==> src/rtl/mem_access_ctrl_pkg.sv <==
`default_nettype none
// ============================================================================
// Module      : mem_access_ctrl_pkg
// Description : Shared processor definitions for the memory access
//               controller: default widths, FSM state encodings, requester
//               indices and the round-robin pick helper.
// Revision    : 1.0  initial release
// ============================================================================
package mem_access_ctrl_pkg;

    // Default datapath widths (MDR width and memory address width)
    localparam int c_data_w = 18;
    localparam int c_addr_w = 12;

    // Requester positions inside the two-bit request/grant vectors
    localparam int c_idx_if = 0;
    localparam int c_idx_ex = 1;

    // Controller states, explicitly encoded on three bits
    typedef enum logic [2:0] {
        ST_IDLE = 3'd0,
        ST_LOAD = 3'd1,
        ST_XFER = 3'd2,
        ST_MEM  = 3'd3,
        ST_DONE = 3'd4
    } state_t;

    // One-hot pick between the two requesters; on a tie the requester that
    // was not granted last wins, otherwise the lone request passes through.
    function automatic logic [1:0] rr_pick(input logic [1:0] req, input logic last_ex);
        logic [1:0] pick;
        pick = req;
        if (req == 2'b11) begin
            pick = last_ex ? 2'b01 : 2'b10;
        end
        return pick;
    endfunction

endpackage
`default_nettype wire

==> src/rtl/mem_access_ctrl_arb.sv <==
`default_nettype none
// ============================================================================
// Module      : mem_rr_arb
// Description : Two-input round-robin arbiter. Produces a one-hot grant
//               while the accept enable is high and remembers which side
//               won so the other side takes the next tie.
// Revision    : 1.0  initial release
// ============================================================================
module mem_rr_arb
    import mem_access_ctrl_pkg::*;
(
    input  logic       clk,
    input  logic       rst,
    input  logic [1:0] i_req,
    input  logic       i_en,
    output logic [1:0] o_gnt
);

    logic r_last_ex;

    assign o_gnt = i_en ? rr_pick(i_req, r_last_ex) : 2'b00;

    // Track the last winner; reset favours the execute side on the first tie
    always_ff @(posedge clk) begin
        if (rst) begin
            r_last_ex <= 1'b0;
        end else if (|o_gnt) begin
            r_last_ex <= o_gnt[c_idx_ex];
        end
    end

endmodule
`default_nettype wire

==> src/rtl/mem_access_ctrl.sv <==
`default_nettype none
// ============================================================================
// Module      : mem_access_ctrl
// Description : Memory access controller arbitrating fetch and execute
//               requests, sequencing MDR and memory strobes for reads
//               (MEM -> XFER -> DONE) and writes (LOAD -> XFER -> MEM -> DONE).
// Revision    : 1.0  initial release
// ============================================================================
module mem_access_ctrl
    import mem_access_ctrl_pkg::*;
#(
    parameter int DATA_W  = c_data_w,
    parameter int ADDR_W  = c_addr_w,
    parameter int MEM_LAT = 2
)(
    input  logic              clk,
    input  logic              rst,
    input  logic              req_if,
    input  logic [ADDR_W-1:0] addr_if,
    input  logic              req_ex,
    input  logic              we_ex,
    input  logic [ADDR_W-1:0] addr_ex,
    input  logic [DATA_W-1:0] wdata_ex,
    output logic              gnt_if,
    output logic              gnt_ex,
    output logic              done_if,
    output logic              done_ex,
    output logic [DATA_W-1:0] rdata,
    output logic [ADDR_W-1:0] mem_addr,
    output logic              mem_rd,
    output logic              mem_wr,
    output logic              wr_MDR_Mem,
    output logic              wr_MDR_Bus,
    output logic              re_MDR,
    output logic [DATA_W-1:0] MDRinBus,
    input  logic [DATA_W-1:0] MDRout
);

    // Remaining-cycle counter only needs to hold MEM_LAT-1
    localparam int c_cnt_w = (MEM_LAT > 1) ? $clog2(MEM_LAT) : 1;
    localparam logic [c_cnt_w-1:0] c_cnt_load = c_cnt_w'(MEM_LAT - 1);

    state_t              r_state;
    state_t              w_next_state;
    logic                r_we;
    logic                r_own_ex;
    logic [ADDR_W-1:0]   r_addr;
    logic [DATA_W-1:0]   r_data;
    logic [DATA_W-1:0]   r_rdata;
    logic [c_cnt_w-1:0]  r_cnt;

    logic [1:0]          w_gnt;
    logic                w_arb_en;
    logic                w_mem_rd;
    logic                w_mem_wr;
    logic                w_wr_mem;
    logic                w_wr_bus;
    logic                w_re;
    logic                w_done;
    logic                w_rd_done;

    // Requests are only considered in IDLE and never while reset is held
    assign w_arb_en = (r_state == ST_IDLE) && !rst;

    mem_rr_arb u_arb (
        .clk   (clk),
        .rst   (rst),
        .i_req ({req_ex, req_if}),
        .i_en  (w_arb_en),
        .o_gnt (w_gnt)
    );

    // State register plus the request latch, MEM cycle counter and read result
    always_ff @(posedge clk) begin
        if (rst) begin
            r_state  <= ST_IDLE;
            r_we     <= 1'b0;
            r_own_ex <= 1'b0;
            r_addr   <= '0;
            r_data   <= '0;
            r_rdata  <= '0;
            r_cnt    <= '0;
        end else begin
            r_state <= w_next_state;
            if (|w_gnt) begin
                r_own_ex <= w_gnt[c_idx_ex];
                r_we     <= w_gnt[c_idx_ex] & we_ex;
                r_addr   <= w_gnt[c_idx_ex] ? addr_ex : addr_if;
                r_data   <= wdata_ex;
            end
            if ((w_next_state == ST_MEM) && (r_state != ST_MEM)) begin
                r_cnt <= c_cnt_load;
            end else if ((r_state == ST_MEM) && (r_cnt != '0)) begin
                r_cnt <= r_cnt - 1'b1;
            end
            if (w_rd_done) begin
                r_rdata <= MDRout;
            end
        end
    end

    // Next-state and strobe decode
    always_comb begin
        w_next_state = r_state;
        w_mem_rd     = 1'b0;
        w_mem_wr     = 1'b0;
        w_wr_mem     = 1'b0;
        w_wr_bus     = 1'b0;
        w_re         = 1'b0;
        w_done       = 1'b0;
        case (r_state)
            ST_IDLE: begin
                if (|w_gnt) begin
                    w_next_state = (w_gnt[c_idx_ex] && we_ex) ? ST_LOAD : ST_MEM;
                end
            end
            ST_LOAD: begin
                w_wr_bus     = 1'b1;
                w_next_state = ST_XFER;
            end
            ST_XFER: begin
                w_re         = 1'b1;
                w_next_state = r_we ? ST_MEM : ST_DONE;
            end
            ST_MEM: begin
                if (r_we) begin
                    // Keep the MDR output enabled so memory sees stable data
                    w_mem_wr = 1'b1;
                    w_re     = 1'b1;
                end else begin
                    w_mem_rd = 1'b1;
                    w_wr_mem = (r_cnt == '0);
                end
                if (r_cnt == '0) begin
                    w_next_state = r_we ? ST_DONE : ST_XFER;
                end
            end
            ST_DONE: begin
                w_done       = 1'b1;
                w_next_state = ST_IDLE;
            end
            default: begin
                w_next_state = ST_IDLE;
            end
        endcase
    end

    assign w_rd_done = (r_state == ST_DONE) && !r_we;

    // Every output is forced low while reset is asserted
    assign gnt_if     = w_gnt[c_idx_if];
    assign gnt_ex     = w_gnt[c_idx_ex];
    assign done_if    = !rst && w_done && !r_own_ex;
    assign done_ex    = !rst && w_done && r_own_ex;
    assign mem_rd     = !rst && w_mem_rd;
    assign mem_wr     = !rst && w_mem_wr;
    assign wr_MDR_Mem = !rst && w_wr_mem;
    assign wr_MDR_Bus = !rst && w_wr_bus;
    assign re_MDR     = !rst && w_re;
    assign mem_addr   = rst ? '0 : r_addr;
    assign MDRinBus   = (!rst && w_wr_bus) ? r_data : '0;
    // MDRout is only valid in DONE, so pass it straight through there
    assign rdata      = rst ? '0 : (w_rd_done ? MDRout : r_rdata);

endmodule
`default_nettype wire

==> config.mk <==
export PLATFORM = sky130hd
export DESIGN_NAME = mem_access_ctrl
export DESIGN_NICKNAME = d
export VERILOG_FILES = /design/src/rtl/mem_access_ctrl_pkg.sv /design/src/rtl/mem_access_ctrl_arb.sv /design/src/rtl/mem_access_ctrl.sv
export SDC_FILE = /design/constraint.sdc
export NUM_CORES = 1
export LEC_CHECK = 0
export ABC_CLOCK_PERIOD_IN_PS = 2300
export CORE_ASPECT_RATIO = 0.6
export CORE_MARGIN = 2
export CORE_UTILIZATION = 40
export CTS_CLUSTER_DIAMETER = 60
export DETAILED_ROUTE_END_ITERATION = 16
export GPL_ROUTABILITY_DRIVEN = 0
export GPL_TIMING_DRIVEN = 0
export PLACE_DENSITY = 0.84
export SETUP_SLACK_MARGIN = 0.02
export SYNTH_ARGS = -nofsm -noshare
export SYNTH_HDL_FRONTEND = slang
export SYNTH_SLANG_ARGS = --single-unit
==> constraint.sdc <==
create_clock -name clk -period 2.3 [get_ports clk]
set_clock_uncertainty 0.05 [all_clocks]
set_input_delay 0.575 -clock clk [delete_from_list [all_inputs] [get_ports clk]]
set_output_delay 0.575 -clock clk [all_outputs]
set_load 0.1 [all_outputs]
==> results.yml, run 1 <==
outcome:
  status: "finished, violations left"
  violations: "negative setup slack"
timing:
  final-setup-viol-count: 38
  maxSlewHeadroom: 0.650
  drv_slew: 0
  period_needed_ns: 2.42
  rsz0062_at_grt: "yes"
  period_share: 1.05
  fin_hold_ws_ns: 0.419
  fin_ws_ns: -0.122
  tightest_slew_ns: 0.525
  max_freq_ghz: 0.413
  hold_violations: 0
layout:
  drive_above_1_share: 0.406
  diodes: 0
  area_delta_synth_final_pct: 112
  final_nets: 525
floorplan:
  die_h_um: 63.5
  dieArea_mm2: 0.00655
  start_util: 0.420
  die_w_um: 103
  io_pins: 122
  num_rows: 21
  fp.coreArea_mm2: 0.00562
placement:
  io_buffers: 121
  dp_hpwl_mm: 5.91
  place_ws_ns: -1.97
synthesis:
  yosysTopAreaCellShare: 0.458
  synth-seq-cells: 54
  yosysSeqAreaShare: 0.458
  syn_area_mm2: 0.00236
  postSynthAreaPerCell_um2: 7.67
  ys_async_sr_fraction: 0
  syn_nets: 373
  synthCells: 308
  synth_edf_count: 0
  yosysTopAreaCell: "dfxtp_1"
  ys_top_cells_by_area: "dfxtp_1 (46%), nand2_1 (14%), a21oi_1 (14%), and2_1 (4.8%), nor2b_1 (3.7%)"
  ys_types: 31
  synth-main-ff-cell: "dfxtp_1"
  ys_warn_count: 0
global_route:
  grtUsageTotal: 0.277
  grt_pass1_wl_mm: 14.1
  grt_overflow: 0
  grt_pass1_vias: 2881
  antenna_found_initial: 0
  grt_max_degree: 16
critical_path:
  cp_slowest_cell: "dfxtp_4"
  crit_arrival_ns: 1.80
  start_kind: "flop"
  path_class: "flop to output pin"
  end_kind: "output pin"
  r2r_cells: 7
  crit_path_cell_trace: "nor4b_4 > buf_4 > clkbuf_16 > nand2_4 > a21oi_4 > buf_12"
  worstPathRequired_ns: 1.67
  cp_max_fo: 6
  critPathMaxStageDelay_ns: 0.39
clock_network:
  htreeDepth: 2
  path_clk_slew_ns: 0.10
  cts_made_buffers: 5
  clockRootBuffer: "clkbuf_8"
  cts_tree: "built"
  insertion_delay_ns: 0.30
  clockBufferDepth: 2
  clock_sinks: 54
route:
  wirelength_mm: 10.2
  wl_per_cell_um: 18.9
  top_layer_used: "met4"
  first_pass_iters: 5
  met1Wirelength_mm: 4.11
  drc_errors: 0
  via_count: 2891
  ant_nets: 0
  drtIter0Drc: 239
  wl_met3_um: 749
  routed_via_density: 5.34
  dr_wl_met2_mm: 5.13
min_path:
  hp-class: "flop to flop"
  whs_path_depth: 2
pwr:
  p_leak_nw: 2.05
  ir_worst_vdd_mv: 0.336
  powerDensity_mw_per_mm2: 525
flow_run:
  max-cap-violations: 0
-- registers in the layout, indices dropped and copies added, names as in the netlist --
register,cells
r_addr,12
r_own_ex,1
r_cnt,1
r_rdata,18
r_state,3
r_data,18
r_we,1
-- path summary, 6_finish.rpt --
path	startpoint	to	slack, ns
setup / recovery	r_we$_SDFFE_PP0P_	rdata[9]	-0.12
hold reg to reg	r_data[15]$_SDFFE_PP0P_	r_data[15]$_SDFFE_PP0P_	0.42
hold / removal	r_data[15]$_SDFFE_PP0P_	r_data[15]$_SDFFE_PP0P_	0.42
setup reg to reg	r_state[2]$_SDFF_PP0_	r_addr[7]$_SDFFE_PP0P_	0.51
-- cells in the final DEF (no fill, tap or decap), drive strengths merged --
master	netlist	final
nor4b	2	2
bufbuf	0	1
dlygate4sd2	0	1
nor4	1	1
nor3	1	1
nand2b	1	1
nand2	89	89
and4b	1	1
bufinv	0	1
a21oi	66	66
nor4bb	1	1
o21ai	16	16
or4	1	1
a32o	1	1
buf	11	87
dfxtp	54	54
clkdlybuf4s50	0	62
a21o	1	1
nand3b	1	1
and2	18	18
o21a	2	2
nor2b	14	14
nor2	10	10
clkbuf	11	23
inv	4	4
nand3	1	1
nor3b	1	1
-- where the power goes --
| group | switching (mW) | total [mW] | leakage [nW] | internal (mW) |
|---|---|---|---|---|
| registers | 0.0540 | 1.06 | 0.444 | 1.00 |
| clock network | 0.311 | 0.638 | 0.0524 | 0.327 |
| logic | 0.555 | 0.933 | 1.55 | 0.379 |
-- Yosys cell counts (2+ instances only) --
| cell | n |
|---|---|
| nand2_1 | 89 |
| a21oi_1 | 64 |
| dfxtp_1 | 54 |
| and2_1 | 18 |
| nor2b_1 | 14 |
| o21ai_1 | 12 |
| clkbuf_1 | 11 |
| nor2_1 | 9 |
| buf_2 | 5 |
| buf_6 | 4 |
| o21ai_0 | 4 |
| inv_1 | 3 |
| a21oi_2 | 2 |
| o21a_1 | 2 |
-- final cells by class --
class                   count  area [um2]
flip-flops and latches     54        1090
clock inverters             1        30.0
multi-input cells         228        1650
fillers                   254         612
inverters                   4        22.5
plain buffers              20         185
clock buffers               7        76.3
repair buffers            147        1860
well taps                  80         100
-- critical path: cells and delay by family, from the launching register on --
| kind | cells | cell delay, ns |
|---|---|---|
| compound gates | 1 | 0.18 |
| buf+inv | 3 | 0.56 |
| flops | 1 | 0.39 |
| simple gates | 2 | 0.37 |
-- repair_timing --
action,CTS,global route
pin swaps,21,31
hold buffers,0,0
gates resized for setup,488,35
gates cloned,3,1
hold endpoints to repair,0,0
buffers inserted,12,10
setup endpoints to repair,57,46
-- through the flow --
stage                     instances  power (mW)  cell area, um2  utilization  TNS (ns)
after detailed placement        509        1.85            4120        0.733    -92.29
after CTS                       531        2.55            4800        0.854    -0.984
final                           541        2.63            5010        0.891     -2.44
after global routing            541        2.73            5010        0.891     -4.98
after global placement          509        1.83            4120        0.733    -87.79
after floorplan                 308        1.60            2810            -    -11.76
-- routing by layer --
layer | global-route usage | vias to the layer above
li1 | - | 1319
met1 | 0.370 | 1377
met2 | 0.452 | 169
met3 | 0.0588 | 26
met4 | 0.0773 | 0
met5 | 0 | -
-- cells by family (layout without fill, tap and decap cells) --
family                 count (synthesis)  after routing  synth area share
AND/OR/NAND/NOR                      142            142             0.293
AO/OA/AOI/OAI                         86             86             0.191
flip-flops                            54             54             0.458
buffers and inverters                 26            179            0.0583
(Power assumes the default switching activity.)
==> inputs of run 2 (changes only) <==
--- a/config.mk
+++ b/config.mk
@@ -15,6 +15,7 @@
 export GPL_TIMING_DRIVEN = 0
 export PLACE_DENSITY = 0.84
 export SETUP_SLACK_MARGIN = 0.02
+export SLEW_MARGIN = 20
 export SYNTH_ARGS = -nofsm -noshare
 export SYNTH_HDL_FRONTEND = slang
 export SYNTH_SLANG_ARGS = --single-unit
==> run 2 against run 1 <==
The run still ends with negative setup slack left; die area unchanged; count of clock-buffer cells in the layout unchanged; flip-flop and latch count unchanged; combinational power up 1%; cell count up 0.18%; non-clock buffer count up 1; critical path depth up 1; cell area down 0.12%; sequential share of layout area about the same; register-to-register slack worse by 0.14 ns; core utilization down 0.11 points; worst setup slack worse by 0.032 ns; critical endpoint is now rdata[13]; highest routed layer unchanged.
==> results.yml, run 2 (synthesized netlist as in run 1, its figures left out) <==
global_route:
  grt_overflow: 0
  grt_max_degree: 16
  antenna_found_initial: 0
  grt_pass1_wl_mm: 14.3
  grt_pass1_vias: 2875
  grtUsageTotal: 0.282
floorplan:
  start_util: 0.420
  dieArea_mm2: 0.00655
  die_w_um: 103
  die_h_um: 63.5
  num_rows: 21
  io_pins: 122
  fp.coreArea_mm2: 0.00562
critical_path:
  start_kind: "flop"
  cp_max_fo: 10
  critical_path_depth: 7
  end_kind: "output pin"
  r2r_cells: 8
  critPathLaunch: "r_state[0]$_SDFF_PP0_"
  worstPathRequired_ns: 1.67
  crit_family: "buffers and inverters"
  critPathMaxStageDelay_ns: 0.41
  crit_arrival_ns: 1.83
  path_class: "flop to output pin"
  crit_path_cell_trace: "buf_8 > nor2_2 > nand3b_1 > buf_6 > nand2_1 > a21oi_4 > buf_12"
  cp_slowest_cell: "dfxtp_4"
  r2r-start: "r_state[1]$_SDFF_PP0_"
  path_buf_inv: 3
timing:
  hold_violations: 0
  rsz0062_at_grt: "yes"
  final-setup-viol-count: 37
  max_freq_ghz: 0.408
  tightest_slew_ns: 0.530
  period_share: 1.07
  period_needed_ns: 2.45
  maxSlewHeadroom: 0.647
  drv_slew: 0
  fin_ws_ns: -0.154
clock_network:
  cts_tree: "built"
  clockRootBuffer: "clkbuf_8"
  insertion_delay_ns: 0.31
  htreeDepth: 2
  clockBufferDepth: 2
  cts_made_buffers: 5
  path_clk_slew_ns: 0.09
  clock_sinks: 54
  ctsHoldBuffers: 0
route:
  first_pass_iters: 5
  dr_wl_met2_mm: 4.96
  wl_per_cell_um: 18.7
  ant_nets: 0
  drtIter0Drc: 150
  drc_errors: 0
  met1Wirelength_mm: 4.18
  routed_via_density: 5.36
  wl_met3_um: 646
  via_count: 2904
  wirelength_mm: 10.1
  top_layer_used: "met4"
layout:
  regArea_mm2: 0.00109
  final_nets: 526
  final_common_cell: "nand2_1"
  drive_above_1_share: 0.405
  area_delta_synth_final_pct: 112
  multi_input_area_mm2: 0.00163
  mostFrequentLayoutCells: "nand2_1 (70), clkdlybuf4s50_1 (61), dfxtp_1 (50)"
  diodes: 0
  fillCellCount: 273
  reg.largest.list: "r_data: 18 flops, r_rdata: 18 flops, r_addr: 12 flops"
  finalNonFillerCells: 542
  final_core_util: 0.890
pwr:
  ir_worst_vdd_mv: 0.386
  finalPower_mw: 2.63
  powerDensity_mw_per_mm2: 526
  p_leak_nw: 2.03
outcome:
  violations: "negative setup slack"
  status: "finished, violations left"
placement:
  dp_cells: 509
  dp_hpwl_mm: 5.91
  io_buffers: 121
min_path:
  hp-class: "flop to flop"
  whs_path_depth: 2
  hp-start: "r_data[9]$_SDFFE_PP0P_"
flow_run:
  max-cap-violations: 0
## run 2: routing by layer
metal  vias up  track usage
met1      1404        0.364
met5         -            0
met2       147        0.463
li1       1320            -
met3        33       0.0555
met4         0        0.110
## run 2: worst min-delay path, cell delays in order (launching register included)
cell	delay [ns]
dfxtp_1	0.32
nand2_1	0.05
a21oi_1	0.05
## run 2: where the power goes
part           internal, mW  switching, mW  total, mW
clock network         0.326          0.304      0.630
logic                 0.385          0.560      0.946
registers              1.00         0.0518       1.06
total                  1.72          0.916       2.63
## run 2: what timing repair did
item | 4_1_cts | 5_1_grt
resized for setup | 482 | 39
endpoints found under the setup margin | 57 | 50
setup buffers | 13 | 8
pin swaps | 21 | 29
cloned | 3 | 2
## run 2: area by class of cell
| cell class | count | share of cell area |
|---|---|---|
| clock inverters | 1 | 0.00600 |
| well taps | 80 | 0.0200 |
| plain buffers | 21 | 0.0400 |
| inverters | 4 | 0.00450 |
| flip-flops and latches | 54 | 0.218 |
| repair buffers | 147 | 0.371 |
| clock buffers | 7 | 0.0153 |
| multi-input cells | 228 | 0.325 |
## run 2: through the flow
step                      area [um2]  setup TNS, ns  hold slack, ns  setup slack (ns)
final                           5000          -2.27           0.416            -0.154
after global routing            5000          -3.76           0.429            -0.217
after CTS                       4790          -1.18           0.412           -0.0986
after detailed placement        4120         -89.01           0.398             -1.98
after global placement          4120         -87.79           0.392             -1.96
after floorplan                 2810         -11.76           0.387            -0.675
## run 2: final timing paths
check | endpoint | slack (ns)
hold / removal | r_data[9]$_SDFFE_PP0P_ | 0.42
setup / recovery | rdata[13] | -0.15
hold reg to reg | r_data[9]$_SDFFE_PP0P_ | 0.42
setup reg to reg | r_data[16]$_SDFFE_PP0P_ | 0.37
==> inputs of run 3 (changes only) <==
--- a/config.mk
+++ b/config.mk
@@ -8,12 +8,13 @@
 export ABC_CLOCK_PERIOD_IN_PS = 2300
 export CORE_ASPECT_RATIO = 0.6
 export CORE_MARGIN = 2
-export CORE_UTILIZATION = 40
+export CORE_UTILIZATION = 45
 export CTS_CLUSTER_DIAMETER = 60
 export DETAILED_ROUTE_END_ITERATION = 16
+export DONT_BUFFER_PORTS = 1
 export GPL_ROUTABILITY_DRIVEN = 0
 export GPL_TIMING_DRIVEN = 0
-export PLACE_DENSITY = 0.84
+export PLACE_DENSITY = 0.63
 export SETUP_SLACK_MARGIN = 0.02
 export SLEW_MARGIN = 20
 export SYNTH_ARGS = -nofsm -noshare
==> run 3 against run 2 <==
The flow still finishes with violations (negative setup slack); clock power is 6.2% lower; flip-flop and latch count stayed put; sequential share of layout area is 9.8 points higher; first-iteration DRC count is 65% lower; count of clock-buffer cells in the layout stayed put; cell count is 25% lower; wire length is 35% lower.
==> results.yml, run 3 (synthesized netlist as in run 1, its figures left out) <==
outcome:
  status: "finished, violations left"
  violations: "negative setup slack"
timing:
  hold_violations: 0
  max_freq_ghz: 0.324
  drv_slew: 0
  period_share: 1.34
  fin_ws_ns: -0.784
  maxSlewHeadroom: 0.277
  final-setup-viol-count: 40
  period_needed_ns: 3.08
  rsz0062_at_grt: "yes"
  tightest_slew_ns: 1.08
clock_network:
  cts_tree: "built"
  cts_made_buffers: 5
  path_clk_slew_ns: 0.10
  clockBufferDepth: 2
  insertion_delay_ns: 0.30
  clockRootBuffer: "clkbuf_8"
  htreeDepth: 2
  clock_sinks: 54
layout:
  final_common_cell: "nand2_1"
  drive_above_1_share: 0.394
  design_area_mm2: 0.00345
  area_delta_synth_final_pct: 45.9
  final_nets: 404
  diodes: 0
  reg.largest.list: "r_data: 18 flops, r_rdata: 18 flops, r_addr: 12 flops"
  mostFrequentLayoutCells: "nand2_1 (70), dfxtp_1 (51), a21oi_1 (45)"
route:
  dr_wl_met2_mm: 2.80
  wl_per_cell_um: 16.3
  routed_via_density: 5.35
  wl_met3_um: 483
  wirelength_mm: 6.61
  first_pass_iters: 4
  ant_nets: 0
  via_count: 2172
  met1Wirelength_mm: 3.27
  top_layer_used: "met4"
  drc_errors: 0
  drtIter0Drc: 52
critical_path:
  r2r_end: "r_rdata[16]$_DFF_P_"
  r2r_cells: 7
  crit_arrival_ns: 2.46
  start_kind: "flop"
  regToRegSetupSlack_ns: 0.21
  worstPathRequired_ns: 1.67
  path_class: "flop to output pin"
  cp_max_fo: 5
  r2r-start: "r_state[1]$_SDFF_PP0_"
  end_kind: "output pin"
floorplan:
  fp.coreArea_mm2: 0.00505
  start_util: 0.467
  die_w_um: 97.5
  num_rows: 20
  die_h_um: 60.1
  dieArea_mm2: 0.00586
  io_pins: 122
global_route:
  grt_pass1_wl_mm: 10.6
  grt_max_degree: 17
  grt_pass1_vias: 2068
  grt_overflow: 0
  antenna_found_initial: 0
  grtUsageTotal: 0.232
min_path:
  hp-class: "primary input to flop"
  whs_path_depth: 2
  hp-start: "wdata_ex[10]"
  min_to: "r_data[10]$_SDFFE_PP0P_"
placement:
  place_ws_ns: -0.736
  placed_cell_area_mm2: 0.00293
  dp_hpwl_mm: 4.65
  io_buffers: 0
pwr:
  p_int_mw: 1.50
  seqPwrFrac: 0.447
  p_comb_frac: 0.301
  power_frac_clock: 0.252
  ir_worst_vdd_mv: 0.305
  swShare: 0.361
  power_switching_mw: 0.845
  powerDensity_mw_per_mm2: 680
  p_leak_nw: 1.36
flow_run:
  max-cap-violations: 0
run 3: cell count changes in the layout (fill, tap and decap cells not counted), sizes merged:
cell,before,now
buf,88,36
bufbuf,1,0
bufinv,1,0
clkbuf,23,17
clkdlybuf4s50,61,0
clkinv,0,1
dlygate4sd2,2,0
run 3: cell type report:
class                      instances  area (um2)
clock inverter                     1        8.76
tap                               66        82.6
timing repair buffer              26         253
inverter                           4        22.5
fill                             391        1610
buffer                            20         188
clock buffer                       7        96.3
sequential                        54        1090
multi-input combinational        228        1710
run 3: repair_timing:
item,4_1_cts,5_1_grt
setup endpoints to repair,54,45
pin swaps,28,25
setup buffers,18,6
gates resized for setup,40,24
hold buffers,0,0
gates cloned,3,0
run 3: critical path, stage by stage, from the launching register on:
cell     delay, ns
dfxtp_4       0.38
nor2b_4       0.14
nand2_4       0.07
nor3b_4       0.86
nor2b_4       0.70
run 3: how the worst max path moves through the flow:
stage                          startpoint     endpoint  slack [ns]  depth (start not counted)
floorplan                             rst   wr_MDR_Mem       -0.68                          5
global placement                      rst  mem_addr[8]       -0.82                          3
detailed placement                    rst   wr_MDR_Mem       -0.74                          5
CTS                 r_state[1]$_SDFF_PP0_   wr_MDR_Mem       -0.86                          5
global route        r_state[2]$_SDFF_PP0_   wr_MDR_Mem       -0.87                          4
finish              r_state[2]$_SDFF_PP0_   wr_MDR_Mem       -0.78                          4
run 3: metal layers:
metal | vias up | track usage
met5 | - | 0
met4 | 0 | 0.0556
met2 | 66 | 0.351
li1 | 1076 | -
met1 | 1023 | 0.332
met3 | 7 | 0.0643
run 3: metrics by stage:
step / TNS [ns] / util / total power [mW] / hold slack, ns / std cells
6_report: -11.89 / 0.682 / 2.34 / 0.340 / 406
4_1_cts: -14.07 / 0.661 / 2.34 / 0.334 / 402
3_5_place_dp: -18.17 / 0.580 / 1.68 / 0.398 / 375
3_3_place_gp: -21.42 / 0.573 / 1.66 / 0.392 / 374
2_1_floorplan: -11.76 / - / 1.60 / 0.387 / 308
5_1_grt: -14.61 / 0.682 / 2.46 / 0.323 / 406
run 3: power groups by stage:
stage / Combinational, mW / Clock (mW) / Sequential, mW
after floorplan: 0.546 / 0 / 1.05
after global placement: 0.603 / 0 / 1.06
after detailed placement: 0.615 / 0 / 1.06
after CTS: 0.690 / 0.601 / 1.05
after global routing: 0.755 / 0.645 / 1.06
final: 0.706 / 0.591 / 1.05
